--- config.mk ---
export PLATFORM = sky130hd
export DESIGN_NAME = ts_byte_assembler
export DESIGN_NICKNAME = d
export VERILOG_FILES = /design/src/rtl/ts_pkg.sv /design/src/rtl/sync_fifo.sv /design/src/rtl/ts_byte_assembler.sv
export SDC_FILE = /design/constraint.sdc
export NUM_CORES = 1
export LEC_CHECK = 0
export BUFFER_PORTS_ARGS = -buffer_cell sky130_fd_sc_hd__buf_2
export CAP_MARGIN = 20
export CORE_UTILIZATION = 41
export DETAILED_ROUTE_END_ITERATION = 8
export PLACE_DENSITY = 0.55
export SLEW_MARGIN = 20
export SYNTH_ARGS = -nofsm -noshare
export SYNTH_HDL_FRONTEND = slang
export SYNTH_HIERARCHICAL = 1
export SYNTH_SLANG_ARGS = --single-unit
--- constraint.sdc ---
create_clock -name clk -period 6.45 [get_ports clk]
set_input_delay 0.9675 -clock clk [delete_from_list [all_inputs] [get_ports clk]]
set_output_delay 0.9675 -clock clk [all_outputs]
set_load 0.02 [all_outputs]
--- src/rtl/ts_pkg.sv ---
// rtl/ts_pkg.sv - shared types and constants for the transport-stream byte assembler
package ts_pkg;

    localparam logic [7:0] TS_SYNC_BYTE = 8'h47;
    localparam int         TS_PKT_BYTES = 188;

    // Width of a counter able to index every byte of a packet.
    function automatic int ts_cnt_width(input int pkt_bytes);
        return $clog2(pkt_bytes);
    endfunction

    localparam int TS_CNT_W = ts_cnt_width(TS_PKT_BYTES);

    // One FIFO entry: framing flags travel with the data byte.
    typedef struct packed {
        logic       sop;
        logic       eop;
        logic [7:0] data;
    } ts_byte_t;

endpackage

--- src/rtl/sync_fifo.sv ---
// rtl/sync_fifo.sv - single-clock first-word-fall-through FIFO
// Ports:
//   clk, rst      clock, synchronous active-high reset
//   push, din     write request and data; a push while full is accepted only if a pop happens too
//   pop, dout     read request and head data; dout reads 0 while empty, pop ignored while empty
//   full, empty   status flags
module sync_fifo #(
    parameter int WIDTH = 8,
    parameter int DEPTH = 16
) (
    input  logic             clk,
    input  logic             rst,
    input  logic             push,
    input  logic             pop,
    input  logic [WIDTH-1:0] din,
    output logic [WIDTH-1:0] dout,
    output logic             full,
    output logic             empty
);

    localparam int AW = $clog2(DEPTH);

    logic [WIDTH-1:0] mem [DEPTH];
    // Index plus one wrap bit, so full and empty are distinguishable.
    logic [AW:0]      wr_ptr;
    logic [AW:0]      rd_ptr;
    logic             do_push;
    logic             do_pop;

    assign empty   = (wr_ptr == rd_ptr);
    assign full    = (wr_ptr[AW-1:0] == rd_ptr[AW-1:0]) && (wr_ptr[AW] != rd_ptr[AW]);
    assign do_pop  = pop && !empty;
    // A simultaneous pop frees the head slot, so a push into a full FIFO still lands.
    assign do_push = push && (!full || do_pop);

    always_ff @(posedge clk) begin
        if (rst) begin
            wr_ptr <= '0;
            rd_ptr <= '0;
        end else begin
            if (do_push) wr_ptr <= wr_ptr + 1'b1;
            if (do_pop)  rd_ptr <= rd_ptr + 1'b1;
        end
    end

    always_ff @(posedge clk) begin
        if (do_push) mem[wr_ptr[AW-1:0]] <= din;
    end

    assign dout = empty ? '0 : mem[rd_ptr[AW-1:0]];

endmodule

--- src/rtl/ts_byte_assembler.sv ---
// rtl/ts_byte_assembler.sv - packs a serial packet bit stream into framed bytes behind a FIFO
// Ports:
//   clk, rst                       clock, synchronous active-high reset
//   bit_in, valid_in, pkt_end_in   serial bits (MSB-first per byte) and end-of-packet strobe
//   byte_out, sop_out, eop_out     FIFO head byte and its framing flags
//   byte_valid, byte_ready         head handshake
//   overflow                       sticky: a completed byte was dropped on a full FIFO
//   sync_err                       one-cycle pulse on any framing error
module ts_byte_assembler
    import ts_pkg::*;
#(
    parameter int         PKT_BYTES  = TS_PKT_BYTES,
    parameter int         FIFO_DEPTH = 16,
    parameter logic [7:0] SYNC_BYTE  = TS_SYNC_BYTE
) (
    input  logic       clk,
    input  logic       rst,
    input  logic       bit_in,
    input  logic       valid_in,
    input  logic       pkt_end_in,
    output logic [7:0] byte_out,
    output logic       sop_out,
    output logic       eop_out,
    output logic       byte_valid,
    input  logic       byte_ready,
    output logic       overflow,
    output logic       sync_err
);

    localparam int CNT_W = ts_cnt_width(PKT_BYTES);
    localparam logic [CNT_W-1:0] LAST_BYTE = CNT_W'(PKT_BYTES - 1);

    // Only the seven older bits are stored; the eighth is bit_in itself.
    logic [6:0]       shreg;
    logic [2:0]       bit_cnt;
    logic [CNT_W-1:0] byte_cnt;

    logic [7:0] new_byte;
    logic       byte_done;
    logic       at_first;
    logic       at_last;
    logic       end_ok;
    logic       early_end;
    logic       push;
    logic       missing_end;
    logic       bad_sync;
    logic       drop;

    ts_byte_t   push_word;
    ts_byte_t   head;
    logic       fifo_full;
    logic       fifo_empty;

    assign new_byte  = {shreg, bit_in};
    assign byte_done = valid_in && (bit_cnt == 3'd7);
    assign at_first  = (byte_cnt == '0);
    assign at_last   = (byte_cnt == LAST_BYTE);
    assign end_ok    = byte_done && at_last;

    // An end strobe anywhere but the final bit truncates the packet; that bit is not pushed.
    assign early_end   = valid_in && pkt_end_in && !end_ok;
    assign push        = byte_done && !early_end;
    assign missing_end = push && at_last && !pkt_end_in;
    assign bad_sync    = push && at_first && (new_byte != SYNC_BYTE);
    assign drop        = push && fifo_full && !(byte_ready && !fifo_empty);

    assign push_word.sop  = at_first;
    assign push_word.eop  = at_last;
    assign push_word.data = new_byte;

    always_ff @(posedge clk) begin
        if (rst) begin
            shreg    <= '0;
            bit_cnt  <= '0;
            byte_cnt <= '0;
            overflow <= 1'b0;
            sync_err <= 1'b0;
        end else begin
            if (valid_in) begin
                if (early_end) begin
                    bit_cnt  <= '0;
                    byte_cnt <= '0;
                end else begin
                    shreg   <= new_byte[6:0];
                    bit_cnt <= bit_cnt + 1'b1;
                    if (byte_done) byte_cnt <= at_last ? '0 : byte_cnt + 1'b1;
                end
            end
            // Coincident error sources still give a single pulse.
            sync_err <= early_end || missing_end || bad_sync;
            if (drop) overflow <= 1'b1;
        end
    end

    sync_fifo #(
        .WIDTH ($bits(ts_byte_t)),
        .DEPTH (FIFO_DEPTH)
    ) u_fifo (
        .clk   (clk),
        .rst   (rst),
        .push  (push),
        .pop   (byte_ready),
        .din   (push_word),
        .dout  (head),
        .full  (fifo_full),
        .empty (fifo_empty)
    );

    assign byte_out   = head.data;
    assign sop_out    = head.sop;
    assign eop_out    = head.eop;
    assign byte_valid = !fifo_empty;

endmodule

Word level (Yosys, flattened, before mapping)
Memories as Yosys holds them, arrays and structs flattened. A register that Yosys moved wholly into a read port is not among the register bits.
Cells that the tools add are included.

operators by class
  add/subtract/negate cells = 4
  multiply operators = 0
  divide/modulo/power cells = 0
  order comparisons = 0
  equality and inequality tests = 6
  shift-type cells = 0
  muxes and demuxes = 9
  bitwise operators = 1
  reduce and logical (&&, ||, !) cells = 27

operators with widths
  kind                                                                     number
  8-bit 2-to-1 mux                                                         3
  1-bit logical AND                                                        14
  5-bit by 1-bit adder with 5-bit output, second input constant            2
  10-bit 2-to-1 mux                                                        1
  8-bit by 1-bit adder with 8-bit output, second input constant            1
  8-bit equality test, second input constant                               1
  8-bit zero test                                                          1
  4-bit 2-to-1 mux                                                         2
  8-bit by 7-bit inequality test with 1-bit output, second input constant  1
  1-bit zero test                                                          6
  5-bit equality test                                                      1
  4-bit equality test                                                      1
  2-bit AND reduction                                                      2
  3-bit by 1-bit adder with 3-bit output, second input constant            1
  3-bit equality test, second input constant                               1
  1-bit logical OR                                                         3
  3-bit 2-to-1 mux                                                         1
  1-bit 2-to-1 mux                                                         2
  2-bit nonzero test                                                       1
  1-bit inequality test                                                    1
  1-bit NOT                                                                1

word-level totals
  flip-flop bits (word level) = 30
  latch bits = 0
  bits in writable memories = 160
  memory bits (read-only) = 0
  input port bits = 6
  output and inout bits = 13
  memories kept = 1

memories
  name        words  width  rd ports  clocked after memory_dff  write ports  line             RTL
  u_fifo.mem  16     10     1         1                         1            sync_fifo.sv:23  logic [WIDTH-1:0] mem [DEPTH];

Logic depth before layout (Yosys ltp)
  word-level depth = 11
  gate-level depth with buffers = 8
  gate-level depth less buffers = 8

Hierarchy
The synthesis kept the hierarchy.

modules (own cells, without submodules)
  module             instances  cells an instance  area an instance (um^2)
  sync_fifo          1          336                6784.0
  ts_byte_assembler  1          120                1022.2

Least setup slack after synthesis
OpenSTA, ideal clock, no wires.

  path type = input port to flip-flop
  from = input valid_in
  to = memory u_fifo/mem[3][0] in the netlist's numbering, enable pin
  data arrival time = 2.305 ns
  required time = 6.060 ns
  slack = 3.755 ns
  stages on the path = 5
  buffers on the path = 0
  path through = nand2_1 > a21oi_1 > nand2_1 > a21o_1 > nor3_1

on the way
  cells in the longest elaborated chain, start to end = 9

ends and longest elaborated chain
  element                                   line                     RTL
  from (decl)                               ts_byte_assembler.sv:19  input logic valid_in,
  1-bit logical AND                         ts_byte_assembler.sv:55  assign byte_done = valid_in && (bit_cnt == 3'd7);
  1-bit logical AND                         ts_byte_assembler.sv:58  assign end_ok = byte_done && at_last;
  1-bit zero test                           ts_byte_assembler.sv:61  assign early_end = valid_in && pkt_end_in && !end_ok;
  1-bit logical AND                         ts_byte_assembler.sv:61
  1-bit zero test                           ts_byte_assembler.sv:62  assign push = byte_done && !early_end;
  1-bit logical AND *                       ts_byte_assembler.sv:62
  net push                                  ts_byte_assembler.sv:44  logic push;
  1-bit logical AND *                       sync_fifo.sv:34          assign do_push = push && (!full || do_pop);
  1-bit 2-to-1 mux *                        sync_fifo.sv:47          if (do_push) mem[wr_ptr[AW-1:0]] <= din;
  1-bit 2-to-1 mux (not written as such) *  sync_fifo.sv:47
  to (decl)                                 sync_fifo.sv:23

Mark *: on every way through the listed nets, which the timed path passes. The rest lies on a longest branch.

Final worst setup path
  from = register u_fifo.wr_ptr[0]
  to = output byte_out[7]

on the way
  cells in the longest elaborated chain, start to end = 2

ends and longest elaborated chain
  element                 line                     RTL
  from (decl)             sync_fifo.sv:25          logic [AW:0] wr_ptr;
  from (signal assigned)  sync_fifo.sv:41          if (do_push) wr_ptr <= wr_ptr + 1'b1;
  5-bit equality test     sync_fifo.sv:30          assign empty = (wr_ptr == rd_ptr);
  net fifo_empty          ts_byte_assembler.sv:52  logic fifo_empty;
  10-bit 2-to-1 mux       sync_fifo.sv:50          assign dout = empty ? '0 : mem[rd_ptr[AW-1:0]];
  to (decl)               ts_byte_assembler.sv:21  output logic [7:0] byte_out,

The timed path passes the listed nets, and every way through them passes these cells.

==> results.cfg <==
[run_status]
status = finished, final reports clean

[synth]
synth-async-reset-ratio = 0
ys_ff_latch = 194
syn-num-nets = 471
synthFlopType = edfxtp_1
yosysSeqAreaShare = 0.703
yosysWarnings = 6
syn_area_um2 = 7810
ys_types = 50
syn_inst = 456
avgSynthCellArea_um2 = 17.1
synth-edff-count = 160

[worst_setup_path]
critical_path_class = reg2out
crit_path_max_fanout = 11
critPathSlowestCell = nor4_4
critPathBufInv = 1
required_ps = 5480
crit_chain = xor2_1 -> nor4_4 -> and2_1 -> nor3_1 -> buf_2
crit_path_end_kind = output pin
crit_path_max_incr_delay_ps = 570
cp-start-kind = flop
cp.arrival_ps = 2610
critPathTopFamily = simple AND/OR/NAND/NOR gates

[floorplan]
chipHeight_um = 140
pin_count = 19
dieArea_um2 = 19600
core_area_um2 = 18700
start_util = 0.417
rows = 50
die_x_um = 140

[sta]
worstMarginPinSlew_ps = 1080
hold_ws_ps = 468
tns_ps = 0
fin_skew_ps = 13.3
fin_crit_ps = 3580
rsz0062_at_grt = no
slew_headroom = 0.281
fmax_ghz = 0.280
min_period_over_period = 0.554
drv_slew = 0
finalHoldViolations = 0
fin_ws_ps = 2870
setup_violations = 0

[place]
pre_cts_ws_ps = 3170
dp_hpwl_um = 9990
post_dp_cell_area_um2 = 8110
portBuffers = 18
place_congestion = 0.734

[final_layout]
n_antenna_cell = 0
drive_gt1_frac = 0.211
final_common_cell = edfxtp_1
nets = 489
design_area_um2 = 8750
layout_common_cells = edfxtp_1, mux4_2, dfxtp_1
area_growth_pct = 12.0

[global_route]
track_usage = 0.174
grt_max_degree = 41
grt-ovfl-total = 0
grt_pass1_vias = 4095
antenna_found_initial = 0
grt_pass1_wl_um = 24800

[routing]
viasPerCell = 5.58
avgRoutedWirePerCell_um = 21.9
vias = 4021
drc_errors = 0
wl_um = 15800
first_pass_iters = 4
drtIter0Drc = 307
ant_nets = 0

[clock_tree]
cts_tree = done
cts_sinks = 194
cts_made_buffers = 17
cts.path.max_buffers = 2
htreeDepth = 4
clk_latency_ps = 430
cts_root_buf = clkbuf_16
cts_hold_buf = 0
post_cts_resized = 0
clk_pin_slew_ps = 60
postCtsSetupBuffers = 0

[power_and_ir_drop]
ir_drop_mv = 0.196
power.density_nw_per_um2 = 281
leakagePower_nw = 2.92

[worst_hold_path]
worstHoldPathType = reg2reg

[run]
maxCapViolations = 0
synth_stat cells (5+ instances only):
cell type | number | area, um^2
a21oi_1 | 15 | 75.1
and3_1 | 16 | 100
buf_2 | 10 | 50.1
clkbuf_1 | 7 | 26.3
dfxtp_1 | 34 | 681
edfxtp_1 | 160 | 4800
ha_1 | 9 | 113
inv_1 | 11 | 41.3
mux4_2 | 40 | 901
nand2_1 | 9 | 33.8
nand3_1 | 14 | 70.1
nor2_1 | 23 | 86.3
nor2b_1 | 8 | 50.1
nor3_1 | 13 | 65.1
o21ai_0 | 8 | 40.0
o22ai_1 | 18 | 113
xnor2_1 | 11 | 96.3
xor2_1 | 5 | 43.8
stage by stage:
stage                     utilization  power, mW  std cells
after global placement          0.433       1.39        688
after global routing            0.468       2.53        721
after detailed placement        0.434       1.39        689
final                           0.468       2.46        721
after floorplan                     -       1.38        456
after CTS                       0.468       2.47        721
where the power goes:
part	total [mW]	leakage (nW)	switching (mW)	internal, mW
logic	0.0174	0.826	0.0134	0.00405
clock network	1.10	0.310	0.438	0.657
registers	1.34	1.78	0.00291	1.34
flip-flops by register name, summed over array words and instances, names as in the netlist, named ones only:
register / cells
sync_err: 1
byte_cnt: 8
overflow: 1
u_fifo/rd_ptr: 5
shreg: 7
u_fifo/wr_ptr: 5
u_fifo/mem: 160
bit_cnt: 3
worst min-delay path, cell delays in order, from the launching register on:
cell	delay [ps]
dfxtp_1	310
nand2_1	60
a21oi_1	50
cell families (layout without fill, tap and decap cells):
group	Yosys count	count (layout)	share of synthesized area
compound gates	58	58	0.0518
xor+xnor	17	17	0.0200
fa+ha+maj	9	9	0.0144
buf+inv	34	65	0.0200
flops	194	194	0.703
mux	45	45	0.122
simple gates	99	99	0.0691
per-layer routing:
layer	up-vias	share of wire	global-route usage
met2	100	0.48	0.267
met4	0	0.0047	0.0521
met3	5	0.048	0.0352
met5	-	0	0
li1	1837	-	-
met1	2079	0.47	0.252
worst paths after layout:
kind / start / endpoint / slack, ps / cells past startpoint
setup / recovery: u_fifo/wr_ptr[0] / byte_out[7] / 2870 / 5
hold / removal: bit_cnt[1] / bit_cnt[1] / 470 / 2
setup reg to reg: byte_cnt[1] / u_fifo/mem[11][6] / 3570 / 7
hold reg to reg: bit_cnt[1] / bit_cnt[1] / 470 / 2
area by class of cell:
type                    instances  area (um^2)
repair buffers                 22          120
clock buffers                  27          578
fillers                      1576         9960
flip-flops and latches        194         5490
clock inverters                 5         56.3
well taps                     234          293
multi-input cells             228         2170
inverters                      11         41.3
(Power assumes the default switching activity.)
